$ cat config.mk
export PLATFORM = sky130hd
export DESIGN_NAME = debug_panel
export DESIGN_NICKNAME = d
export VERILOG_FILES = /design/src/rtl/debug_panel.sv
export SDC_FILE = /design/constraint.sdc
export NUM_CORES = 1
export LEC_CHECK = 0
export CAP_MARGIN = 20
export CORE_MARGIN = 4
export CORE_UTILIZATION = 51
export CTS_CLUSTER_SIZE = 25
export DETAILED_ROUTE_END_ITERATION = 7
export PLACE_DENSITY = 0.84
export SYNTH_ARGS = -nofsm -noshare
export SYNTH_HDL_FRONTEND = slang
export SYNTH_SLANG_ARGS = --single-unit
$ cat constraint.sdc
create_clock -name clk -period 3.3 [get_ports clk]
set_clock_uncertainty 0.15 [all_clocks]
set_input_delay 0.66 -clock clk [delete_from_list [all_inputs] [get_ports clk]]
set_output_delay 0.66 -clock clk [all_outputs]
set_load 0.01 [all_outputs]
$ cat src/rtl/debug_panel.sv
// Paged 7-segment debug display with a built-in page button debouncer.
// Optional build macro DEBUG_PANEL_LZB_EN enables per-channel leading-zero blanking.
module debug_panel #(
  parameter  int CHANNELS        = 5,
  parameter  int CH_PER_PAGE     = 2,
  parameter  int DEBOUNCE_CYCLES = 50000,
  parameter  int SCAN_DIVIDE     = 1000,
  localparam int DIGITS          = 4 * CH_PER_PAGE,
  localparam int PAGES           = (CHANNELS + CH_PER_PAGE - 1) / CH_PER_PAGE,
  localparam int PAGE_W          = (PAGES > 1) ? $clog2(PAGES) : 1
) (
  input  logic                   clk,
  input  logic                   rst_n,
  input  logic [16*CHANNELS-1:0] ch_data,
  input  logic                   page_btn,
  output logic [6:0]             seg,
  output logic [DIGITS-1:0]      dig_en,
  output logic [PAGE_W-1:0]      page,
  output logic                   page_step
);

  localparam int IDX_W = $clog2(DIGITS);
  localparam int PSC_W = (SCAN_DIVIDE > 1) ? $clog2(SCAN_DIVIDE) : 1;
  localparam int DB_W  = $clog2(DEBOUNCE_CYCLES + 1);

  typedef logic [15:0] word_t;

  // Channel words regrouped by page; slots past the last channel read as zero.
  word_t page_words [PAGES][CH_PER_PAGE];

  for (genvar p = 0; p < PAGES; p++) begin : g_page
    for (genvar c = 0; c < CH_PER_PAGE; c++) begin : g_slot
      localparam int K = p * CH_PER_PAGE + c;
      if (K < CHANNELS) begin : g_present
        assign page_words[p][c] = ch_data[16*K +: 16];
      end else begin : g_absent
        assign page_words[p][c] = '0;
      end
    end
  end

  function automatic logic [6:0] hex7(input logic [3:0] n);
    case (n)
      4'h0: hex7 = 7'h40;  4'h1: hex7 = 7'h79;  4'h2: hex7 = 7'h24;  4'h3: hex7 = 7'h30;
      4'h4: hex7 = 7'h19;  4'h5: hex7 = 7'h12;  4'h6: hex7 = 7'h02;  4'h7: hex7 = 7'h78;
      4'h8: hex7 = 7'h00;  4'h9: hex7 = 7'h10;  4'hA: hex7 = 7'h08;  4'hB: hex7 = 7'h03;
      4'hC: hex7 = 7'h46;  4'hD: hex7 = 7'h21;  4'hE: hex7 = 7'h06;  default: hex7 = 7'h0E;
    endcase
  endfunction

  logic [PSC_W-1:0]       psc_q, psc_d;
  logic [IDX_W-1:0]       idx_q, idx_d;
  logic                   start_q, start_d;
  logic [PAGE_W-1:0]      pend_q, pend_d, page_q, page_d;
  word_t                  snap_q [CH_PER_PAGE];
  word_t                  snap_d [CH_PER_PAGE];
  logic [CH_PER_PAGE-1:0] snap_ok_q, snap_ok_d;
  logic                   btn_meta_q, btn_meta_d, btn_sync_q, btn_sync_d;
  logic [DB_W-1:0]        db_cnt_q, db_cnt_d, arm_cnt_q, arm_cnt_d;
  logic                   db_q, db_d, armed_q, armed_d;
  logic [6:0]             seg_q, seg_d;
  logic [DIGITS-1:0]      dig_en_q, dig_en_d;
  logic                   step_q, step_d;

  logic                   scan_tc, frame_load, cur_ok, blank;
  word_t                  cur_word;
  logic [3:0]             nib;

  // NOTE: every next-state value gets a default first so no path leaves a latch behind.
  always_comb begin
    psc_d      = psc_q + PSC_W'(1);
    idx_d      = idx_q;
    start_d    = 1'b0;
    pend_d     = pend_q;
    page_d     = page_q;
    snap_d     = snap_q;
    snap_ok_d  = snap_ok_q;
    btn_meta_d = page_btn;
    btn_sync_d = btn_meta_q;
    db_d       = db_q;
    db_cnt_d   = '0;
    armed_d    = armed_q;
    arm_cnt_d  = '0;
    cur_word   = '0;
    cur_ok     = 1'b0;
    nib        = '0;

    scan_tc = (psc_q == PSC_W'(SCAN_DIVIDE - 1));
    if (scan_tc) begin
      psc_d = '0;
      idx_d = (idx_q == IDX_W'(DIGITS - 1)) ? '0 : idx_q + IDX_W'(1);
    end
    frame_load = start_q | (scan_tc & (idx_q == IDX_W'(DIGITS - 1)));

    if (btn_sync_q != db_q) begin
      if (db_cnt_q == DB_W'(DEBOUNCE_CYCLES - 1)) db_d = btn_sync_q;
      else                                         db_cnt_d = db_cnt_q + DB_W'(1);
    end

    // Arming needs a full debounce window of a genuinely released button, so a
    // press held through reset can never look like a fresh rising edge.
    if (!armed_q && !btn_sync_q && !db_q) begin
      if (arm_cnt_q == DB_W'(DEBOUNCE_CYCLES - 1)) armed_d = 1'b1;
      else                                          arm_cnt_d = arm_cnt_q + DB_W'(1);
    end

    step_d = armed_q & db_d & ~db_q;
    if (step_d) pend_d = (pend_q == PAGE_W'(PAGES - 1)) ? '0 : pend_q + PAGE_W'(1);

    if (frame_load) begin
      page_d = pend_q;
      for (int c = 0; c < CH_PER_PAGE; c++) begin
        snap_d[c]    = page_words[pend_q][c];
        snap_ok_d[c] = (int'(pend_q) * CH_PER_PAGE + c) < CHANNELS;
      end
    end

    for (int c = 0; c < CH_PER_PAGE; c++) begin
      if (int'(idx_q) / 4 == c) begin
        cur_word = snap_q[c];
        cur_ok   = snap_ok_q[c];
      end
    end
    case (idx_q[1:0])
      2'd0:    nib = cur_word[3:0];
      2'd1:    nib = cur_word[7:4];
      2'd2:    nib = cur_word[11:8];
      default: nib = cur_word[15:12];
    endcase

    blank = ~cur_ok;
`ifdef DEBUG_PANEL_LZB_EN
    case (idx_q[1:0])
      2'd1:    blank = blank | (cur_word[15:4] == '0);
      2'd2:    blank = blank | (cur_word[15:8] == '0);
      2'd3:    blank = blank | (cur_word[15:12] == '0);
      default: blank = blank;
    endcase
`endif

    seg_d    = blank ? 7'h7F : hex7(nib);
    dig_en_d = ~(DIGITS'(1) << idx_q);
  end

  // NOTE: state is updated only here, with non-blocking assignments, so every
  // register samples the pre-edge values computed above.
  always_ff @(posedge clk) begin
    if (!rst_n) begin
      psc_q      <= '0;
      idx_q      <= '0;
      start_q    <= 1'b1;
      pend_q     <= '0;
      page_q     <= '0;
      // NOTE: the snapshot is a handful of flops, not a RAM, so it is reset to
      // keep the first displayed frame deterministic.
      for (int c = 0; c < CH_PER_PAGE; c++) snap_q[c] <= '0;
      snap_ok_q  <= '0;
      btn_meta_q <= 1'b0;
      btn_sync_q <= 1'b0;
      db_cnt_q   <= '0;
      db_q       <= 1'b0;
      arm_cnt_q  <= '0;
      armed_q    <= 1'b0;
      seg_q      <= 7'h7F;
      dig_en_q   <= '1;
      step_q     <= 1'b0;
    end else begin
      psc_q      <= psc_d;
      idx_q      <= idx_d;
      start_q    <= start_d;
      pend_q     <= pend_d;
      page_q     <= page_d;
      snap_q     <= snap_d;
      snap_ok_q  <= snap_ok_d;
      btn_meta_q <= btn_meta_d;
      btn_sync_q <= btn_sync_d;
      db_cnt_q   <= db_cnt_d;
      db_q       <= db_d;
      arm_cnt_q  <= arm_cnt_d;
      armed_q    <= armed_d;
      seg_q      <= seg_d;
      dig_en_q   <= dig_en_d;
      step_q     <= step_d;
    end
  end

  assign seg       = seg_q;
  assign dig_en    = dig_en_q;
  assign page      = page_q;
  assign page_step = step_q;

endmodule
== After elaboration in Yosys (flattened, before gate mapping) ==
Memory sizes are Yosys's and may differ from the RTL's. A register that Yosys moved wholly into a read port is not among the register bits.
Cells that the tools add are included.

* ROM bits: 112
* Register bits: 97
* Memories: 1
* Output and inout port bits: 18

{| class="wikitable"
|+ Memory list
! name !! words !! width !! rd ports !! clocked after Yosys merged registers in !! wr ports !! line !! RTL
|-
| (no name shown) || 16 || 7 || 1 || 1 || 0 || 43 || <nowiki>case (n)</nowiki>
|}

* Mux-type cells: 13
* Eq/ne operators: 8
* Bitwise gates (word level): 10
* Order comparisons: 3
* Reduce and logical (&&, ||, !) cells: 13
* Add/subtract/negate cells: 6
* Shifts and indexed selects: 1

{| class="wikitable"
|+ Operator list
! kind !! count
|-
| 32-bit binary-select mux with 2-bit select || 1
|-
| 32-bit 2-to-1 mux || 2
|-
| 16-bit by 1-bit adder with 16-bit output, second input constant || 2
|-
| 16-bit equality test, second input constant || 2
|-
| 32-bit zero test || 1
|-
| 16-bit 2-to-1 mux || 2
|-
| 4-bit one-hot mux with 3 select lines || 1
|-
| 10-bit by 1-bit adder with 10-bit output, second input constant || 1
|-
| 10-bit equality test, second input constant || 1
|-
| 8-bit inverter || 1
|-
| 1-bit by 3-bit left shift with 8-bit output, first input constant || 1
|-
| 3-bit OR reduction || 2
|-
| 1-bit 2-to-1 mux || 5
|-
| 3-bit by 1-bit adder with 4-bit output, second input constant || 1
|-
| 2-bit equality test, second input constant || 2
|-
| 1-bit zero test || 4
|-
| 4-bit by 3-bit < comparator with 1-bit output, second input constant || 1
|-
| 1-bit inverter || 4
|-
| 2-bit AND reduction || 2
|-
| 3-bit by 1-bit adder with 3-bit output, second input constant || 1
|-
| 1-bit AND || 3
|-
| 3-bit equality test, second input constant || 1
|-
| 3-bit greater-or-equal comparator, second input constant || 1
|-
| 3-bit < comparator, second input constant || 1
|-
| 10 further kinds || 11
|}

== Logic depth before layout (Yosys ltp) ==
Gate-level depths: netlist of the first run.

* Depth after elaboration: 5
* Mapped depth: 12

== Least setup slack after synthesis of the first run ==
OpenSTA, ideal clock, no wires.

* Path type: flip-flop to flip-flop
* From: reg idx_q[0]
* To: reg seg_q[5] (netlist: seg[5])
* Setup time: 145 ps
* Path slack: 785 ps
* Period minus slack after synthesis: 2515 ps
* Arrival time: 2220 ps
* Data required time: 3005 ps
* Cell stages (with the launch flop): 12
* Cell sequence: dfxtp_1 inv_1 ha_1 buf_2 a221oi_1 a21oi_1 o31ai_2 inv_2 ha_1 mux2_1 nand2_1 o211ai_1

* Word-level cells in the longest chain between the ends: 2
* Elaborated cells on any way between the ends: 4

{| class="wikitable"
|+ Ends and longest elaborated chain
! element !! line !! RTL
|-
| from (decl) || 52 || <nowiki>logic [IDX_W-1:0] idx_q, idx_d;</nowiki>
|-
| from (signal assigned) || 169 || <nowiki>idx_q <= idx_d;</nowiki>
|-
| 2-bit equality test, or another cell as far along || 124 || <nowiki>case (idx_q[1:0])</nowiki>
|-
| 4-bit one-hot mux with 3 select lines * || 124 ||
|-
| to (decl) || 61 || <nowiki>logic [6:0] seg_q, seg_d;</nowiki>
|}

Every way passes the cells marked *; elsewhere a longest branch is shown, timed or not.
A chain may end at the register's enable or synchronous reset.

== Worst setup path in the final report of the first run ==
Ends and elaborated chain as after synthesis.

==> results summary, run 1 <==
The flow ran to the end, and the final reports show no timing, DRC or antenna violations. The synthesized netlist contains 55 unique library cells. After detailed routing, the met3 layer carries approximately 620 um of wire.

For the worst setup path, the data arrival time is ~2900 ps. The total area inside the core boundary comes to 0.00933 sq mm. The slack of the worst reg-to-reg path is slightly below 500 ps. The total count of hold-check failures in the final report is 0. The die is 106 um tall. The worst slew margin relative to its limit is between 20% and 30%. The path depth of the worst reg2reg path is 10.

TritonCTS created 9 clock buffers. The flip-flop and latch count after synthesis came out at around 100. The number of warnings printed during yosys synthesis came out at 0. The share of the synthesized area in the top cell type came out at a little over two fifths. After synthesis, the most frequently instantiated cells are sky130_fd_sc_hd__dfxtp_1 (104), sky130_fd_sc_hd__nor2_1 (94), sky130_fd_sc_hd__mux2i_1 (43), sky130_fd_sc_hd__nand2_1 (43), sky130_fd_sc_hd__a21oi_1 (27). Along the worst path, the maximum fanout reaches 8. STA classifies the critical path startpoint as a register. The worst setup path is captured at a register.

The total routing resource utilization after global routing is 19.6%. The initial antenna violation count is 0. The type of the worst min-delay path is register to register. The hold buffer count at cts is 0. For this run, the detailed router's first-pass iteration total came to 4. The synthesized design spends more area on one cell type than any other, namely sky130_fd_sc_hd__dfxtp_1. The first global-routing pass estimated approximately 18000 um of wire. In this run the top signal layer used is met4.

Based on the critical path, the design can be clocked at up to ~360 MHz. The proportion of synthesized flip-flops having asynchronous set or reset is 0%. The number of instances in the synthesized netlist is approximately 560. The count of pins on the block boundary came out at 101.

Clock-pin slew was measured on the worst setup and hold paths at roughly 100 ps. The share of post-route cells with drive strength above 1 is under 10%. For this block, wires on met1 add up to 4620 um. The leakage power summed over all cells is 0.00220 uW.

The total met2 wirelength after detailed routing is 5560 um. The number of DRC markers after the initial detailed-route iteration is 174. Summed over all layers, the global routing overflow is 0. In this run the clock root is driven by a sky130_fd_sc_hd__clkbuf_8.

For the final routed database, the setup TNS stands at 0 ps. The multi-input combinational cell area came out at about 0.0026 sq mm. The area overhead of the layout relative to synthesis is 25.4%.

The final routed wire length divided by cell count is ~14 um. The footprint of the flip-flops and latches is roughly 0.0021 sq mm. The number of nets handed over by synthesis was around 660. The count of filler cells inserted in the layout is roughly 750. Across the run, the number of max-cap violations was 0.

By startpoint and endpoint, the worst setup path is classified as register to register. The time the final worst path needs with I/O delays and setup is 2820 ps. After synthesis, the mean cell area works out to about 9 sq um. Setup repair after global routing left no endpoint under its margin. Summing over every cut layer, the via total after detailed routing is between 4000 and 5000. Setup violations remaining at the end of the flow were counted as 0. The CTS H-tree depth is 3. The sequential area share after synthesis came out at a little over two fifths. The terminus of the critical flop-to-flop path is seg[5]. The most used standard cell by instance count after synthesis is sky130_fd_sc_hd__dfxtp_1.

Entering global routing, the biggest net connects 47 pins. The final layout contains 742 nets. The effective utilization at floorplan is 52.9%.

The count of buffers inserted at the top-level ports is 100. The reg-to-reg critical path startpoint is idx_q[0]. The global placement routability congestion came out at around 0.83. The DRC violation count after routing is 0. Data on the critical path is required at its endpoint by 3360 ps. The total number of placement rows is 35.

The clock insertion delay at the later pin of the skew report is roughly 370 ps. For the pin with the worst max-slew slack, the measured transition is 1080 ps. The antenna diode count is 0. In this run the power density over the cells is 391 mW/mm^2. The final count of pins violating max slew came to 0. The average vias per placed instance came out at 5.30.

The leading register cell type out of synthesis is sky130_fd_sc_hd__dfxtp_1. The capture point of the worst path is seg[5]. The number of global-route vias before repair is 4021.

The final hold slack is around 310 ps. From left edge to right edge, the die measures 106 um. IR analysis of the VDD net gives a maximum drop of 0.274 mV. The number of enable flip-flop cells after synthesis came out at 0. The floorplan step defined a die boundary enclosing around 0.011 sq mm. The post-synth design cell area is 0.00493 sq mm.

The total wirelength of the detailed-routed design came out at around 11000 um. By area the synthesized netlist is led by sky130_fd_sc_hd__dfxtp_1 (42%), sky130_fd_sc_hd__mux2i_1 (8.7%), sky130_fd_sc_hd__nor2_1 (7.2%). The share of the clock period used by the worst path after layout came out at a little under nine tenths. The clock passes through at most 2 buffers. The count of nets left with antenna violations after detail routing came out at 0.

The final cell count without fillers is a little under 800. The worst hold path stage count came out at 1. The clock net sink count came out at 104. The launching instance or port of the critical path is idx_q[0].

The post-CTS setup-driven buffer insertion count came out at 0. The post-cts sizing count is 0. The number of placed instances, taps included came out at 761. The HPWL after detailed placement came out at between 8000 and 9000 um.

The CTS tree is built.
-- layout by cell type, fill, tap and decap left out, drive strengths merged, types with 5 or more instances in the layout --
cell | synthesis | routed
a211oi | 17 | 17
a21oi | 29 | 29
a22oi | 5 | 5
and3 | 8 | 8
buf | 18 | 6
clkbuf | 15 | 11
clkdlybuf4s50 | 0 | 100
dfxtp | 104 | 104
ha | 16 | 16
inv | 13 | 14
mux2 | 6 | 6
mux2i | 43 | 43
nand2 | 44 | 44
nand3 | 22 | 22
nand4 | 7 | 7
nor2 | 95 | 95
nor3 | 25 | 25
or3 | 17 | 17
xnor2 | 16 | 16
xor2 | 21 | 21
-- how the worst min path moves through the flow --
stage,startpoint,endpoint
detailed placement,btn_meta_q,btn_sync_q
floorplan,btn_meta_q,btn_sync_q
global route,btn_meta_q,btn_sync_q
global placement,btn_meta_q,btn_sync_q
CTS,btn_meta_q,btn_sync_q
finish,btn_meta_q,btn_sync_q
-- worst max-delay path, cell delays in order, from the launching register on --
cell	delay (ps)
sky130_fd_sc_hd__dfxtp_1	440
sky130_fd_sc_hd__inv_1	90
sky130_fd_sc_hd__ha_1	310
sky130_fd_sc_hd__a221oi_1	330
sky130_fd_sc_hd__a21oi_1	80
sky130_fd_sc_hd__o31ai_2	430
sky130_fd_sc_hd__inv_2	130
sky130_fd_sc_hd__ha_1	250
sky130_fd_sc_hd__mux2_1	280
sky130_fd_sc_hd__nand2_1	70
sky130_fd_sc_hd__o211ai_1	100
-- power breakdown --
group          switching, uW  leakage, uW  internal, uW
logic                    113      0.00125           158
registers               27.2     0.000850          1300
clock network            426     0.000106           397
total                    566      0.00220          1850
-- cell families after synthesis --
family / share of synthesized area (%)
compound gates: 10.3
xor+xnor: 6.57
fa+ha+maj: 4.06
buf+inv: 4.56
flops: 42.2
mux: 10.2
simple gates: 22.2
-- metal layers --
layer	global-route usage [%]	vias to the layer above
met3	5.22	14
met4	6.29	0
met5	0	-
met2	35.2	113
met1	22.5	1907
li1	-	2087
-- layout make-up --
| cell class | instances | area share, % |
|---|---|---|
| sequential | 104 | 33.7 |
| multi-input combinational | 409 | 42.6 |
| timing repair buffer | 106 | 16.9 |
| clock inverter | 5 | 1.03 |
| inverter | 13 | 0.788 |
| clock buffer | 11 | 2.45 |
| tap | 129 | 2.61 |
-- stage by stage --
| step | total power, uW | setup slack (ps) | utilization, % | cell area (sq um) |
|---|---|---|---|---|
| global route | 2510 | 327 | 66.4 | 6190 |
| floorplan | 1480 | 785 | - | 4930 |
| finish | 2420 | 484 | 66.4 | 6190 |
| CTS | 2430 | 518 | 66.4 | 6190 |
| global placement | 1610 | 688 | 64.1 | 5970 |
| detailed placement | 1620 | 565 | 64.1 | 5970 |
-- registers in the layout, indices dropped and copies added (netlist names) --
signal      cells
btn_sync_q      1
pend_q          2
page            2
snap_ok_q       2
db_cnt_q       16
db_q            1
seg             7
dig_en          8
page_step       1
idx_q           3
armed_q         1
psc_q          10
arm_cnt_q      16
snap_q         32
btn_meta_q      1
start_q         1
(Power assumes the default switching activity.)
==> inputs of run 2 (changes only) <==
--- a/config.mk
+++ b/config.mk
@@ -5,6 +5,7 @@
 export SDC_FILE = /design/constraint.sdc
 export NUM_CORES = 1
 export LEC_CHECK = 0
+export ABC_AREA = 0
 export CAP_MARGIN = 20
 export CORE_MARGIN = 4
 export CORE_UTILIZATION = 51
==> results of run 2 <==
The final DEF is identical to that of run 1; final timing and power are the same.
==> inputs of run 3 (changes only) <==
--- a/config.mk
+++ b/config.mk
@@ -12,6 +12,7 @@
 export CTS_CLUSTER_SIZE = 25
 export DETAILED_ROUTE_END_ITERATION = 7
 export PLACE_DENSITY = 0.84
+export SLEW_MARGIN = 15
 export SYNTH_ARGS = -nofsm -noshare
 export SYNTH_HDL_FRONTEND = slang
 export SYNTH_SLANG_ARGS = --single-unit
==> results of run 3 <==
The final DEF is identical to that of run 1; final timing and power are the same.
